==> src/rtl/serial_addsub_unit_if.sv <==
// Operand/result handshake bundle for the digit-serial add/subtract unit.
// The master side supplies operands and consumes results; the slave side is
// the arithmetic unit itself.
interface serial_addsub_unit_if #(
  parameter int WIDTH = 6
);
  logic             in_valid;
  logic             in_ready;
  logic [WIDTH-1:0] in_a;
  logic [WIDTH-1:0] in_b;
  logic             in_sub;
  logic             out_valid;
  logic             out_ready;
  logic [WIDTH-1:0] out_result;
  logic             out_overflow;
  logic             out_carry;

  modport master (
    output in_valid, in_a, in_b, in_sub, out_ready,
    input  in_ready, out_valid, out_result, out_overflow, out_carry
  );

  modport slave (
    input  in_valid, in_a, in_b, in_sub, out_ready,
    output in_ready, out_valid, out_result, out_overflow, out_carry
  );
endinterface

==> src/rtl/serial_addsub_unit.sv <==
// Digit-serial signed add/subtract unit.
// Operands are captured in IDLE, consumed DIGIT bits per cycle in RUN (LSB
// digit first) and the result is presented in DONE until the consumer takes it.
// Subtraction is A + ~B + 1: B is inverted on capture and the initial carry
// is set to 1.
module serial_addsub_unit #(
  parameter int WIDTH = 6,
  parameter int DIGIT = 2
) (
  input logic                clk,
  input logic                rst_n,
  serial_addsub_unit_if.slave bus
);

  localparam int STEPS = WIDTH / DIGIT;
  localparam int CW    = (STEPS > 1) ? $clog2(STEPS) : 1;

  // Refuse to elaborate when the digit does not tile the word exactly.
  generate
    if ((DIGIT < 1) || ((WIDTH % DIGIT) != 0)) begin : g_bad_digit
      $fatal(1, "serial_addsub_unit: DIGIT must divide WIDTH");
    end
  endgenerate

  typedef enum logic [1:0] {
    IDLE = 2'd0,
    RUN  = 2'd1,
    DONE = 2'd2
  } state_t;

  state_t           state_reg;
  state_t           state_next;
  logic [WIDTH-1:0] a_reg;
  logic [WIDTH-1:0] b_reg;
  logic             carry_reg;
  logic [CW-1:0]    count_reg;
  logic [WIDTH-1:0] result_reg;
  logic             overflow_reg;
  logic             cout_reg;

  logic             accept;
  logic             ready;
  logic             valid;
  logic             last_step;
  logic [DIGIT:0]   digit_sum;
  logic             digit_overflow;
  logic [WIDTH-1:0] result_shifted;

  assign last_step = (count_reg == CW'(STEPS - 1));

  // One digit of the ripple: low digit of A and B plus the running carry.
  assign digit_sum = {1'b0, a_reg[DIGIT-1:0]} + {1'b0, b_reg[DIGIT-1:0]}
                   + (DIGIT + 1)'(carry_reg);

  // Carry into the digit MSB is a ^ b ^ sum at that bit; XOR with carry out
  // gives signed overflow when this is the top digit of the word.
  assign digit_overflow = a_reg[DIGIT-1] ^ b_reg[DIGIT-1]
                        ^ digit_sum[DIGIT-1] ^ digit_sum[DIGIT];

  // New digit enters at the MSB end so the LSB digit lands at bit 0 last.
  generate
    if (DIGIT == WIDTH) begin : g_full_digit
      assign result_shifted = digit_sum[DIGIT-1:0];
    end else begin : g_part_digit
      assign result_shifted = {digit_sum[DIGIT-1:0], result_reg[WIDTH-1:DIGIT]};
    end
  endgenerate

  // State register.
  always_ff @(posedge clk or negedge rst_n) begin
    if (!rst_n) begin
      state_reg <= IDLE;
    end else begin
      state_reg <= state_next;
    end
  end

  // Next-state and handshake outputs.
  always_comb begin
    state_next = state_reg;
    ready      = 1'b0;
    valid      = 1'b0;
    accept     = 1'b0;
    case (state_reg)
      IDLE: begin
        ready = 1'b1;
        if (bus.in_valid) begin
          accept     = 1'b1;
          state_next = RUN;
        end
      end
      RUN: begin
        if (last_step) begin
          state_next = DONE;
        end
      end
      DONE: begin
        valid = 1'b1;
        if (bus.out_ready) begin
          state_next = IDLE;
        end
      end
      default: state_next = IDLE;
    endcase
  end

  // Operand capture, digit shifting and result/flag accumulation.
  always_ff @(posedge clk or negedge rst_n) begin
    if (!rst_n) begin
      a_reg        <= '0;
      b_reg        <= '0;
      carry_reg    <= 1'b0;
      count_reg    <= '0;
      result_reg   <= '0;
      overflow_reg <= 1'b0;
      cout_reg     <= 1'b0;
    end else if (accept) begin
      a_reg     <= bus.in_a;
      b_reg     <= bus.in_sub ? ~bus.in_b : bus.in_b;
      carry_reg <= bus.in_sub;
      count_reg <= '0;
    end else if (state_reg == RUN) begin
      a_reg      <= a_reg >> DIGIT;
      b_reg      <= b_reg >> DIGIT;
      carry_reg  <= digit_sum[DIGIT];
      result_reg <= result_shifted;
      if (last_step) begin
        overflow_reg <= digit_overflow;
        cout_reg     <= digit_sum[DIGIT];
      end else begin
        count_reg <= count_reg + CW'(1);
      end
    end
  end

  assign bus.in_ready     = ready;
  assign bus.out_valid    = valid;
  assign bus.out_result   = result_reg;
  assign bus.out_overflow = overflow_reg;
  assign bus.out_carry    = cout_reg;

endmodule
==> src/flat_wrapper.sv <==
// flat-port wrapper written by rule: the top's interface ports become plain ports
module serial_addsub_unit_flat 
#(
  parameter int WIDTH = 6,
  parameter int DIGIT = 2
)
  (clk, rst_n, bus_in_valid, bus_in_a, bus_in_b, bus_in_sub, bus_out_ready, bus_in_ready, bus_out_valid, bus_out_result, bus_out_overflow, bus_out_carry);
  serial_addsub_unit_if #(.WIDTH(WIDTH)) bus_i ();
  input logic clk;
  input logic rst_n;
  input wire logic [$bits(bus_i.in_valid)-1:0] bus_in_valid;
  input wire logic [$bits(bus_i.in_a)-1:0] bus_in_a;
  input wire logic [$bits(bus_i.in_b)-1:0] bus_in_b;
  input wire logic [$bits(bus_i.in_sub)-1:0] bus_in_sub;
  input wire logic [$bits(bus_i.out_ready)-1:0] bus_out_ready;
  output wire logic [$bits(bus_i.in_ready)-1:0] bus_in_ready;
  output wire logic [$bits(bus_i.out_valid)-1:0] bus_out_valid;
  output wire logic [$bits(bus_i.out_result)-1:0] bus_out_result;
  output wire logic [$bits(bus_i.out_overflow)-1:0] bus_out_overflow;
  output wire logic [$bits(bus_i.out_carry)-1:0] bus_out_carry;
  assign bus_i.in_valid = bus_in_valid;
  assign bus_i.in_a = bus_in_a;
  assign bus_i.in_b = bus_in_b;
  assign bus_i.in_sub = bus_in_sub;
  assign bus_i.out_ready = bus_out_ready;
  assign bus_in_ready = bus_i.in_ready;
  assign bus_out_valid = bus_i.out_valid;
  assign bus_out_result = bus_i.out_result;
  assign bus_out_overflow = bus_i.out_overflow;
  assign bus_out_carry = bus_i.out_carry;
  serial_addsub_unit #(.WIDTH(WIDTH), .DIGIT(DIGIT)) u_core (.clk(clk), .rst_n(rst_n), .bus(bus_i));
endmodule
==> config.mk <==
export PLATFORM = sky130hd
export DESIGN_NAME = serial_addsub_unit_flat
export DESIGN_NICKNAME = d
export VERILOG_FILES = /design/src/rtl/serial_addsub_unit_if.sv /design/src/rtl/serial_addsub_unit.sv /design/src/flat_wrapper.sv
export SDC_FILE = /design/constraint.sdc
export NUM_CORES = 1
export LEC_CHECK = 0
export CAP_MARGIN = 20
export CORE_MARGIN = 5
export CORE_UTILIZATION = 30
export DETAILED_ROUTE_END_ITERATION = 10
export PLACE_DENSITY = 0.56
export SETUP_SLACK_MARGIN = 0.05
export SLEW_MARGIN = 25
export SYNTH_ARGS = -nofsm -noshare
export SYNTH_HDL_FRONTEND = slang
export SYNTH_SLANG_ARGS = --single-unit
==> constraint.sdc <==
create_clock -name clk -period 1.9 [get_ports clk]
set_input_delay 0.19 -clock clk [delete_from_list [all_inputs] [get_ports clk]]
set_output_delay 0.19 -clock clk [all_outputs]
set_load 0.02 [all_outputs]
==> key figures <==
CTS
  • Clock tree root driver cell: clkbuf_8
  • CTS tree: built
  • Worst skew pair latency: 0.27 ns
  • Postcts setup bufs: 0
  • CTS max path bufs: 2
  • Htree depth: 1
  • Clock Pin Slew Worst Setup and Hold Paths: approximately 0.09 ns
  • CTS buffer count: 3
  • Clock sink count: 25
  • Post-CTS sizing: 0
  • Number of hold buffers added after cts: 0

Detailed routing
  • WL per Instance: about 13 um
  • Highest Signal Layer: met4
  • Via count: 912
  • Routed Antenna Nets: 0
  • Final WL: 2480 um
  • Via-to-Cell Ratio: 4.70
  • M1 WL: 1110 um
  • WL met2: 1200 um
  • Drt first pass iters: 4
  • DRC: 0
  • Drt initial violations: 42
  • Met3 wire len: ~140 um

Global routing
  • Grt ovf: 0
  • Vias in the first global route: 864
  • GRT Util Overall: 9.97%
  • Initial antenna violation count: 0
  • First-pass GRT wire length: a little over 4000 um
  • Largest net degree at the start of global routing: 26

STA
  • Final Hold Viols: 0
  • Worst setup margin: 0.135 ns
  • Slew Viols, Final: 0
  • RSZ-0062 raised after global routing: no
  • # setup viols final: 0
  • Slew margin rel.: 30.4%
  • Tmin final: 1.76 ns
  • Total negative setup slack: 0 ns
  • Worst Tran Pin Value: 1.04 ns
  • Final period utilization: 92.9%
  • Max Fclk: 0.567 GHz
  • Clock Skew: 0.00276 ns

Power
  • Power share of the clock group: 12.8%
  • Leak: 0.699 nW
  • Peak supply drop: 580 uV
  • Flop pwr share: 37.6%
  • Pwr/cell area: 1590 nW/um^2
  • Logic pwr share: 49.6%
  • Switch Pwr: 0.977 mW
  • Switching share of power: 39.7%
  • Total internal power: roughly 1.5 mW

Placement
  • Setup WS pre-CTS: roughly 0.10 ns
  • Port Buf Inserts: 26
  • HPWL after detailed placement: 1810 um
  • Final GP Congestion: 0.713

Floorplan
  • Placeable core area: 3740 sq um
  • Die width: between 70 and 80 um
  • Initial Utilization: a little under a third
  • Die area: between 5000 and 6000 sq um
  • I/O pins: 27
  • Site row count: 22
  • Die Height: 73.0 um

Finish
  • Commonest cells after routing, fill and taps aside: nand2_1, clkdlybuf4s50_1, dfrtp_1, o21ai_0
  • Nets@finish: about 170
  • Proportion of layout cells with a drive suffix above 1: 9.59%
  • # diodes: 0
  • Filler Cells Inserted: 381
  • Area Growth Syn to Fin: 30.1%
  • Most common cell after layout, fill and taps aside: nand2_1

Critical path
  • Worst-path fanout max: 8
  • CP startpoint kind: register
  • Crit Path Category: reg -> out
  • Critical Path Sink Type: output port
  • Crit path DAT: 1.57 ns
  • Worst Path Required: 1.71 ns

Synth
  • Seq cells post-synth: 25
  • Mapped cell area: between 1000 and 1500 sq um
  • Syn_nets: 139
  • Syn. warnings: 0
  • Register area share after synthesis: between 50 and 60%
  • Synth area leader: dfrtp_1
  • Netlist cell types: 25
  • Synthesized area per cell: between 10 and 15 sq um
  • Synth Instances: between 100 and 150
  • Synth area leaders: dfrtp_1, nand2_1, xnor2_1, fa_1, o21ai_0
  • Post-synth top area share: around 53%

Run status
  • Status: finished, final reports clean

Run
  • Max cap viols: 0

Min path
  • Hold Crit Class: in -> async
kinds of logic after synthesis:
| group | Yosys count | share of synthesized area (%) |
|---|---|---|
| AO/OA/AOI/OAI | 22 | 12.7 |
| XOR/XNOR | 8 | 5.89 |
| adder cells (fa/ha/maj) | 4 | 5.47 |
| buffers and inverters | 13 | 5.68 |
| flip-flops | 25 | 52.6 |
| AND/OR/NAND/NOR | 46 | 17.7 |
critical path: stages (launching register included):
cell and delay, ns:
dfrtp_1 0.46, nand2b_1 0.19, inv_1 0.06, clkdlybuf4s50_1 0.59
path summary, 6_finish.rpt:
check | from | cells after the start | end | slack (ns)
hold reg to reg | u_core.bus.out_result[0]$_DFFE_PN0P_ | 2 | u_core.bus.out_result[0]$_DFFE_PN0P_ | 0.48
setup reg to reg | u_core.carry_reg$_DFFE_PN0P_ | 6 | u_core.bus.out_overflow$_DFFE_PN0P_ | 0.16
max in group asynchronous | rst_n | 2 | u_core.state_reg[1]$_DFFE_PN0P_ | 1.37
setup / recovery | u_core.state_reg[0]$_DFFE_PN0P_ | 3 | bus_out_valid | 0.14
min in group clk | bus_in_a[5] | 3 | u_core.a_reg[5]$_DFFE_PN0P_ | 0.44
hold / removal | rst_n | 2 | u_core.bus.out_result[3]$_DFFE_PN0P_ | 0.28
synthesized netlist by cell type:
library cell,n
nand2_1,28
dfrtp_1,25
o21ai_0,8
inv_1,7
xnor2_1,7
nor2_1,6
a22oi_1,4
nand3_1,4
a221o_2,3
buf_2,3
a21oi_1,2
a221o_1,2
buf_6,2
fa_1,2
ha_1,2
nand2b_1,2
o21ai_1,2
or3_1,2
clkbuf_1,1
nand3b_1,1
nor2b_1,1
nor3b_2,1
o21bai_1,1
or3b_4,1
xor2_1,1
per-layer routing:
metal	track usage, %	vias up
li1	-	444
met1	12.7	440
met2	16.5	23
met3	2.20	5
met4	3.69	0
met5	0	-
area by class of cell:
type                            count  area [sq um]  area share [%]
Clock buffer                        3          41.3            2.67
Clock inverter                      1          5.00           0.323
Inverter                            7          26.3            1.70
Multi-Input combinational cell     80           499            32.3
Sequential cell                    25           626            40.4
Tap cell                           48          60.1            3.88
Timing Repair Buffer               30           290            18.8
power by group through the flow:
stage / logic (mW) / registers [mW] / clock network (mW)
floorplan: 0.759 / 0.982 / 0
global placement: 1.19 / 0.924 / 0
detailed placement: 1.22 / 0.939 / 0
CTS: 1.22 / 0.928 / 0.332
global route: 1.36 / 0.954 / 0.357
finish: 1.22 / 0.925 / 0.315
metrics by stage:
| step | area, sq um | cells | util [%] | total power, mW | hold WS, ns |
|---|---|---|---|---|---|
| after floorplan | 1190 | 118 | - | 1.74 | -0.106 |
| after global placement | 1500 | 190 | 40.0 | 2.11 | 0.459 |
| after detailed placement | 1500 | 190 | 40.0 | 2.16 | 0.465 |
| after CTS | 1550 | 194 | 41.3 | 2.48 | 0.283 |
| after global routing | 1550 | 194 | 41.3 | 2.67 | 0.303 |
| final | 1550 | 194 | 41.3 | 2.46 | 0.276 |
Power figures use the tool's default switching activity.
